==> config.mk <==
export PLATFORM = sky130hd
export DESIGN_NAME = execute_stage_fwd
export DESIGN_NICKNAME = d
export VERILOG_FILES = /design/src/rtl/execute_stage_fwd.sv
export SDC_FILE = /design/constraint.sdc
export NUM_CORES = 1
export LEC_CHECK = 0
export CAP_MARGIN = 5
export CORE_UTILIZATION = 35
export CTS_CLUSTER_DIAMETER = 150
export DETAILED_ROUTE_END_ITERATION = 8
export GPL_ROUTABILITY_DRIVEN = 0
export MAX_ROUTING_LAYER = met4
export PLACE_DENSITY_LB_ADDON = 0.12
export SKIP_LAST_GASP = 1
export SYNTH_ARGS = -nofsm -noshare
export SYNTH_HDL_FRONTEND = slang
export SYNTH_SLANG_ARGS = --single-unit
==> constraint.sdc <==
create_clock -name clk -period 3.7 [get_ports clk]
set_input_delay 0.74 -clock clk [delete_from_list [all_inputs] [get_ports clk]]
set_output_delay 0.74 -clock clk [all_outputs]
set_load 0.005 [all_outputs]
==> src/rtl/execute_stage_fwd.sv <==
// Execute stage: MEM/WB operand forwarding, gated flags register, shift-add
// multiplier that stalls upstream, and the EX/MEM pipeline register.
module execute_stage_fwd #(
    parameter int DW = 19,
    parameter int PW = 15,
    parameter int RW = 5
) (
    input  logic          clk,
    input  logic          reset,
    input  logic          valid_e,
    input  logic          flush_e,
    input  logic          reg_write_e,
    input  logic          mem_write_e,
    input  logic          result_src_e,
    input  logic          jump_e,
    input  logic          alu_src_e,
    input  logic          set_flags_e,
    input  logic          byte_e,
    input  logic [1:0]    branch_e,
    input  logic [2:0]    alu_control_e,
    input  logic [DW-1:0] rd1_e,
    input  logic [DW-1:0] rd2_e,
    input  logic [DW-1:0] imm_ext_e,
    input  logic [PW-1:0] pc_e,
    input  logic [RW-1:0] rd_e,
    input  logic [1:0]    forward_a_e,
    input  logic [1:0]    forward_b_e,
    input  logic [DW-1:0] result_w,
    output logic          pc_src_e,
    output logic [PW-1:0] pc_target_e,
    output logic          stall_out,
    output logic          reg_write_m,
    output logic          mem_write_m,
    output logic          result_src_m,
    output logic          byte_m,
    output logic [RW-1:0] rd_m,
    output logic [DW-1:0] write_data_m,
    output logic [DW-1:0] alu_result_m,
    output logic [2:0]    flags_o
);
    // state | meaning
    // IDLE  | no multiply in flight; a live mul here stalls and launches
    // BUSY  | one shift-add step per edge, cnt = steps remaining
    // DONE  | product ready; EX/MEM captures it with the held controls
    typedef enum logic [1:0] {
        ST_IDLE = 2'd0,
        ST_BUSY = 2'd1,
        ST_DONE = 2'd2
    } mul_state_t;

    localparam int SW = $clog2(DW);
    localparam int CW = SW + 1;

    localparam logic [2:0] OP_ADD = 3'b000;
    localparam logic [2:0] OP_SUB = 3'b001;
    localparam logic [2:0] OP_AND = 3'b010;
    localparam logic [2:0] OP_OR  = 3'b011;
    localparam logic [2:0] OP_XOR = 3'b100;
    localparam logic [2:0] OP_SHL = 3'b101;
    localparam logic [2:0] OP_SHR = 3'b110;
    localparam logic [2:0] OP_MUL = 3'b111;

    logic [DW-1:0] src_a;
    logic [DW-1:0] fwd_b;
    logic [DW-1:0] src_b;
    logic [DW-1:0] alu_res;
    logic [SW-1:0] shamt;
    logic          alu_v;
    logic          alu_z;
    logic          alu_n;
    logic          is_mul;
    logic          live;
    logic          issue;
    logic          br_taken;

    mul_state_t    state_q, state_d;
    logic [CW-1:0] cnt_q, cnt_d;
    logic [DW-1:0] mcand_q, mcand_d;
    logic [DW-1:0] mplier_q, mplier_d;
    logic [DW-1:0] acc_q, acc_d;
    logic [2:0]    flags_q, flags_d;

    logic          reg_write_q, reg_write_d;
    logic          mem_write_q, mem_write_d;
    logic          result_src_q, result_src_d;
    logic          byte_q, byte_d;
    logic [RW-1:0] rd_q, rd_d;
    logic [DW-1:0] write_data_q, write_data_d;
    logic [DW-1:0] alu_result_q, alu_result_d;

    assign is_mul = (alu_control_e == OP_MUL);
    assign live   = valid_e & ~flush_e;

    // Forwarding from MEM uses the registered EX/MEM result, never the next value.
    always_comb begin
        case (forward_a_e)
            2'b01:   src_a = result_w;
            2'b10:   src_a = alu_result_q;
            default: src_a = rd1_e;
        endcase
        case (forward_b_e)
            2'b01:   fwd_b = result_w;
            2'b10:   fwd_b = alu_result_q;
            default: fwd_b = rd2_e;
        endcase
        src_b = alu_src_e ? imm_ext_e : fwd_b;
    end

    always_comb begin
        shamt   = src_b[SW-1:0];
        alu_res = '0;
        alu_v   = 1'b0;
        case (alu_control_e)
            OP_ADD: begin
                alu_res = src_a + src_b;
                alu_v   = (src_a[DW-1] == src_b[DW-1]) && (alu_res[DW-1] != src_a[DW-1]);
            end
            OP_SUB: begin
                alu_res = src_a - src_b;
                alu_v   = (src_a[DW-1] != src_b[DW-1]) && (alu_res[DW-1] != src_a[DW-1]);
            end
            OP_AND:  alu_res = src_a & src_b;
            OP_OR:   alu_res = src_a | src_b;
            OP_XOR:  alu_res = src_a ^ src_b;
            OP_SHL:  alu_res = src_a << shamt;
            OP_SHR:  alu_res = src_a >> shamt;
            default: alu_res = '0;
        endcase
        alu_z = (alu_res == '0);
        alu_n = alu_res[DW-1];
    end

    // Branches see only the registered flags, never this instruction's own.
    always_comb begin
        case (branch_e)
            2'b01:   br_taken = ~(flags_q[0] ^ flags_q[1]);
            2'b10:   br_taken = flags_q[0] ^ flags_q[1];
            2'b11:   br_taken = flags_q[2];
            default: br_taken = 1'b0;
        endcase
    end

    assign stall_out   = (state_q == ST_BUSY) | ((state_q == ST_IDLE) & live & is_mul);
    assign issue       = live & ~stall_out;
    assign pc_src_e    = issue & (jump_e | br_taken);
    assign pc_target_e = pc_e + imm_ext_e[PW-1:0];

    always_comb begin
        flags_d = flags_q;
        if (issue & set_flags_e & ~is_mul) begin
            flags_d = {alu_z, alu_v, alu_n};
        end
    end

    always_comb begin
        state_d  = state_q;
        cnt_d    = cnt_q;
        mcand_d  = mcand_q;
        mplier_d = mplier_q;
        acc_d    = acc_q;
        case (state_q)
            ST_IDLE: begin
                if (live & is_mul) begin
                    state_d  = ST_BUSY;
                    mcand_d  = src_a;
                    mplier_d = src_b;
                    acc_d    = '0;
                    cnt_d    = CW'(DW);
                end
            end
            ST_BUSY: begin
                if (flush_e) begin
                    state_d = ST_IDLE;
                end else begin
                    if (mplier_q[0]) begin
                        acc_d = acc_q + mcand_q;
                    end
                    mcand_d  = mcand_q << 1;
                    mplier_d = mplier_q >> 1;
                    cnt_d    = cnt_q - CW'(1);
                    if (cnt_q == CW'(1)) begin
                        state_d = ST_DONE;
                    end
                end
            end
            ST_DONE: state_d = ST_IDLE;
            default: state_d = ST_IDLE;
        endcase
    end

    // A stalled, flushed or empty slot enters MEM as an all-zero bubble.
    always_comb begin
        reg_write_d  = 1'b0;
        mem_write_d  = 1'b0;
        result_src_d = 1'b0;
        byte_d       = 1'b0;
        rd_d         = '0;
        write_data_d = '0;
        alu_result_d = '0;
        if (issue) begin
            reg_write_d  = reg_write_e;
            mem_write_d  = mem_write_e;
            result_src_d = result_src_e;
            byte_d       = byte_e;
            rd_d         = rd_e;
            write_data_d = fwd_b;
            alu_result_d = (state_q == ST_DONE) ? acc_q : alu_res;
        end
    end

    always_ff @(posedge clk or negedge reset) begin
        if (!reset) begin
            state_q      <= ST_IDLE;
            cnt_q        <= '0;
            mcand_q      <= '0;
            mplier_q     <= '0;
            acc_q        <= '0;
            flags_q      <= '0;
            reg_write_q  <= 1'b0;
            mem_write_q  <= 1'b0;
            result_src_q <= 1'b0;
            byte_q       <= 1'b0;
            rd_q         <= '0;
            write_data_q <= '0;
            alu_result_q <= '0;
        end else begin
            state_q      <= state_d;
            cnt_q        <= cnt_d;
            mcand_q      <= mcand_d;
            mplier_q     <= mplier_d;
            acc_q        <= acc_d;
            flags_q      <= flags_d;
            reg_write_q  <= reg_write_d;
            mem_write_q  <= mem_write_d;
            result_src_q <= result_src_d;
            byte_q       <= byte_d;
            rd_q         <= rd_d;
            write_data_q <= write_data_d;
            alu_result_q <= alu_result_d;
        end
    end

    assign reg_write_m  = reg_write_q;
    assign mem_write_m  = mem_write_q;
    assign result_src_m = result_src_q;
    assign byte_m       = byte_q;
    assign rd_m         = rd_q;
    assign write_data_m = write_data_q;
    assign alu_result_m = alu_result_q;
    assign flags_o      = flags_q;

endmodule

-- Yosys cells after proc, flatten, opt, wreduce, memory -nomap -nowiden
Index checks and enable logic that the tools add are counted.
- register bits: 115
- bits in latches: 0
- bits in writable memories: 0
- ROM bits: 0
- input port bits: 116
- word-level logic and storage cells: 103
- memories kept: 0
- add/subtract/negate cells: 5
- multiply operators: 0
- divide/modulo/power cells: 0
- order comparisons: 0
- equal/unequal tests: 25
- shift operators: 2
- multiplexer cells: 31
- bitwise operators: 18
- reductions and logical operators: 9
- operators with widths (cell ; number):
    19-bit 2-to-1 mux ; 11
    19-bit one-hot mux with 2 select lines ; 5
    19-bit one-hot mux with 7 select lines ; 1
    19-bit adder ; 2
    19-bit AND ; 1
    19-bit zero test ; 1
    19-bit OR ; 1
    19-bit by 5-bit left shift with 19-bit output ; 1
    19-bit by 5-bit >> shifter with 19-bit output ; 1
    19-bit subtractor ; 1
    19-bit bitwise XOR ; 1
    15-bit adder ; 1
    3-bit == test (second input constant) ; 4
    6-bit 2-to-1 mux ; 2
    6-bit one-hot mux with 2 select lines ; 1
    2-bit == test (second input constant) ; 5
    1-bit AND ; 8
    2-bit by 1-bit == test with 1-bit output (second input constant) ; 4
    3-bit by 2-bit == test with 1-bit output (second input constant) ; 2
    6-bit by 1-bit == test with 1-bit output (second input constant) ; 1
    2-bit 2-to-1 mux ; 3
    6-bit by 1-bit subtractor with 6-bit output (second input constant) ; 1
    5-bit 2-to-1 mux ; 1
    1-bit 2-to-1 mux ; 4
    other kinds (19) ; 27

-- Depth between registers and ports, before layout
- depth after elaboration: 9
- depth in mapped cells: 21
- gate-level depth less buffers: 18

-- Least setup slack after synthesis
OpenSTA, ideal clock, no wires.
- kind: input-to-reg
- from: in forward_b_e[0]
- to: reg alu_result_q[18] (netlist: alu_result_m[18])
- library setup time: 0.142 ns
- arrival: 4.892 ns
- data required time: 3.558 ns
- path slack: -1.334 ns
- cell stages on the path: 19
- buffers on the path: 4
- cells stage by stage: inv_1 > ha_1 > buf_2 > nor2b_1 > a221o_1 > buf_2 > buf_2 > clkbuf_1 > fa_1 > a21oi_1 > o22a_1 > o211ai_1 > o41ai_1 > o311ai_0 > a221oi_1 > nand4_1 > o211ai_1 > a21boi_1 > a211oi_1
- longest elaborated chain between the ends: 7
- RTL lines (what ; RTL line ; source):
    start: declaration ; 27 ; input logic [1:0] forward_b_e,
    2-bit == test or 2-bit by 1-bit == test with 1-bit output (tied branches) ; 101 ; case (forward_b_e)
    19-bit one-hot mux with 2 select lines * ; 101 ;
    19-bit 2-to-1 mux * ; 106 ; src_b = alu_src_e ? imm_ext_e : fwd_b;
    19-bit subtractor (tied with other cells) ; 119 ; alu_res = src_a - src_b;
    19-bit one-hot mux with 7 select lines * ; 113 ; case (alu_control_e)
    19-bit 2-to-1 mux * ; 207 ; alu_result_d = (state_q == ST_DONE) ? acc_q : alu_res;
    19-bit 2-to-1 mux * ; 200 ; if (issue) begin
    net alu_result_d[18] ; 89 ; logic [DW-1:0] alu_result_q, alu_result_d;
    end signal: assignment ; 239 ; alu_result_q <= alu_result_d;
    end: declaration ; 89 ;
The timed path passes the listed nets; every way through them passes the cells marked *.
A chain may end at the register's enable or synchronous reset.

-- Worst setup path after layout
- from: in forward_b_e[0]
- to: reg write_data_q[7] (netlist: write_data_m[7])
- longest elaborated chain between the ends: 3
- RTL lines (what ; RTL line ; source):
    2-bit == test or 2-bit by 1-bit == test with 1-bit output (tied branches) ; 101 ;
    19-bit one-hot mux with 2 select lines * ; 101 ;
    19-bit 2-to-1 mux * ; 200 ;
    net write_data_d[7] ; 88 ; logic [DW-1:0] write_data_q, write_data_d;
    end signal: assignment ; 238 ; write_data_q <= write_data_d;
    end: declaration ; 88 ;
Marks and branches as above.

==> summary.md <==
| Metric | Value |
|---|---|
| Status | complete, but fails checks |
| Failing checks | setup timing |
| Max-cap violations | 0 |
| Routed WL | 57000 µm |
| Lkg Pwr | 8.89 nW |
| XOR/XNOR share of the synthesized area | 3.31% |
| Switching Fraction | 39.7% |
| Vias per inst | 5.76 |
| Worst path arrival time | 4.54 ns |
| Vias in the first global route | 14300 |
| Synth top area share | 24.7% |
| Gate Count Post-Synth | 1500 |
| Area grow syn2layout | 63.2% |
| Power share of the clock group | 22.7% |
| RSZ-0062 raised after global routing | true |
| CP most frequent cell | buf_4 |
| Post-Synth Adder-Cell Area | 11.4% |
| Psw | 3.17 mW |
| Hold Violations, Final | 0 |
| First-pass GRT wire length | 85100 µm |
| Worst Max-Slew Pin Slew | 1.03 ns |
| Headroom to the max-slew limit | 31.6% |
| Commonest cells in the netlist | nor2_1, nand2_1, o21ai_0, dfrtp_1, ha_1 |
| Fraction of the mapped netlist area in simple logic gates | 19.7% |
| Largest net degree at the start of global routing | 73 |
| Main combinational cell family by area after synthesis | compound AO/OA/AOI/OAI gates |
| All-Layer GR Usage | 34.5% |
| Syn avg cell area | 7.77 µm² |
| Worst EP required | 4.05 ns |
| Min Tclk post-route | 4.19 ns |
| Type of origin of the critical path | primary input |
| Placed Area | 16900 µm² |
| Synth async-reset ratio | 100% |
| # fillers | 2903 |
| Number of CTS-inserted buffers | 17 |
| Synth area leader | dfrtp_1 |
| Post-Syn Nets | 1720 |
| Final Cell Area | 19000 µm² |
| Register area share after synthesis | 24.7% |
| Reg-to-reg slack, setup | -0.15 ns |
| Synth Warn # | 0 |
| Comb pwr share | 55.8% |
| Nets@finish | 2305 |
| Post-synthesis mux area share | 7.57% |
| CTS max path bufs | 2 |
| Standard-cell rows | 66 |
| Initial antenna violation count | 2 |
| Root buffer cell | clkbuf_16 |
| Pwr dens | 420 nW/µm² |
| Total global routing overflow | 0 |
| Pins Over Slew Limit | 0 |
| Initial core utilization | 35.7% |
| Dominant cells by area after synthesis | dfrtp_1, ha_1, mux2i_1 |
| Die width | 184 µm |
| Slowest stage delay, CP | 0.29 ns |
| # DRC | 0 |
| DR vias | 14600 |
| Syn Std Cell Area | 11700 µm² |
| Setup Slack @ Placement | -1.64 ns |
| Routed wire length per instance | 22.4 µm |
| Setup Skew | 0.0102 ns |
| H-Tree Depth | 4 |
| Initial drt markers | 1548 |
| Final WS setup | -0.493 ns |
| Crit Path Class | in -> reg |
| Slowest cell on crit path | ha_4 |
| Final setup fails | 18 |
| DP HPWL | 43500 µm |
| Hold Slack | 0.406 ns |
| Antenna-violating nets left | 0 |
| Layout Cells excl Fill | 2542 |
| Die H | 184 µm |
| Sequential power share | 21.5% |
| Core Region | 32600 µm² |
| Synth Area in Compound Gates | 27.2% |
| Die area | 34000 µm² |
| Clk sinks | 115 |
| Hold crit path type | in -> async |
| DRT Pass-1 Iters | 6 |
| Ratio of final minimum period to clock period | 113% |
| Dominant synthesized flop cell | dfrtp_1 |
| Worst-Skew Late Latency | 0.43 ns |
| I/O Pins | 183 |
| PortBufs | 182 |
| EDFF count, synth | 0 |
| CP max FO | 6 |
| Flops & latches, synth | 115 |
| Layout cells sized above 1 | 33.8% |
| Kind of end point of the critical path | register |
| Core Util, Final | 58.3% |
| Peak Freq | 0.239 GHz |
| Most numerous cell in the Yosys netlist | nor2_1 |
| Clk slew on worst S/H paths | 0.05 ns |
| CTS tree | done |
| Synth unique cells | 84 |
| Internal power | 4.82 mW |
| Maximum vdd drop | 0.393 mV |
| Placed cell count | 2421 |
==> flip-flops by register name (all words and copies together) (netlist names) <==
| register | flops |
|---|---|
| result_src_m | 1 |
| state_q | 2 |
| write_data_m | 19 |
| cnt_q | 6 |
| rd_m | 5 |
| acc_q | 19 |
| reg_write_m | 1 |
| alu_result_m | 19 |
| mplier_q | 19 |
| mem_write_m | 1 |
| byte_m | 1 |
| flags_o | 3 |
| mcand_q | 19 |
==> logic make-up (layout without fill, tap and decap cells) <==
kind of cell	count (synthesis)	after routing
AND/OR/NAND/NOR	497	497
flip-flops	115	115
other	0	2
XOR/XNOR	44	44
adder cells (fa/ha/maj)	104	104
buffers and inverters	175	773
AO/OA/AOI/OAI	480	480
multiplexers	85	85
==> cells in the final DEF, fill, tap and decap left out, types with 57 or more instances in the layout <==
cell type,synthesis,layout
a21oi_1,85,72
buf_4,2,443
clkdlybuf4s50_1,0,156
dfrtp_1,115,115
ha_1,100,77
inv_1,75,57
mux2i_1,78,74
nand2_1,145,144
nor2_1,162,153
o21ai_0,139,106
==> routing by layer <==
layer / up-vias / global-route usage (%) / share of wire [%]
li1: 6695 / - / -
met1: 7002 / 42.3 / 41
met2: 769 / 54.1 / 45
met3: 182 / 6.80 / 8.7
met4: 0 / 17.0 / 5.5
met5: - / - / 0
==> stage by stage <==
stage / power [mW] / TNS (ns)
floorplan: 3.69 / -5.13
global placement: 5.50 / -32.07
detailed placement: 5.53 / -33.66
CTS: 7.79 / -2.91
global route: 8.39 / -5.74
finish: 7.99 / -4.25
==> cell type report <==
cell class	instances	area (µm²)	area share (%)
Antenna cell	2	5.00	0.0263
Clock buffer	19	443	2.33
Clock inverter	13	196	1.03
Inverter	82	315	1.66
Multi-Input combinational cell	1210	9050	47.6
Sequential cell	115	2880	15.1
Tap cell	442	553	2.91
Timing Repair Buffer	659	5580	29.3
==> what timing repair did <==
action / CTS / global route
resized for setup: 230 / 66
pin swaps: 97 / 61
buffers inserted: 82 / 15
setup endpoints to repair: 32 / 30
cloned: 1 / 0
hold buffers: 0 / 0
==> path summary, 6_finish.rpt <==
| check | cells past startpoint | end | start |
|---|---|---|---|
| setup / recovery | 31 | write_data_m[7]$_DFF_PN0_ | forward_b_e[0] |
| hold / removal | 1 | rd_m[0]$_DFF_PN0_ | reset |
| setup reg to reg | 17 | flags_o[2]$_DFFE_PN0P_ | alu_result_m[0]$_DFF_PN0_ |
| hold reg to reg | 2 | mplier_q[6]$_DFFE_PN0P_ | mplier_q[6]$_DFFE_PN0P_ |
| max in group asynchronous | 2 | mcand_q[2]$_DFFE_PN0P_ | reset |
| min in group clk | 2 | mplier_q[6]$_DFFE_PN0P_ | mplier_q[6]$_DFFE_PN0P_ |
==> power by group through the flow <==
stage | logic (mW) | registers, mW | clock network (mW)
5_1_grt | 4.75 | 1.74 | 1.90
6_report | 4.46 | 1.72 | 1.82
3_3_place_gp | 3.77 | 1.72 | 0
3_5_place_dp | 3.81 | 1.73 | 0
2_1_floorplan | 2.05 | 1.64 | 0
4_1_cts | 4.24 | 1.71 | 1.84
==> worst max-delay path, delay by kind of cell <==
kind                     cells  cell delay, ns
buffers and inverters       27            3.19
adder cells (fa/ha/maj)      1            0.29
AO/OA/AOI/OAI                2            0.22
AND/OR/NAND/NOR              1            0.10
Power figures use the tool's default switching activity.
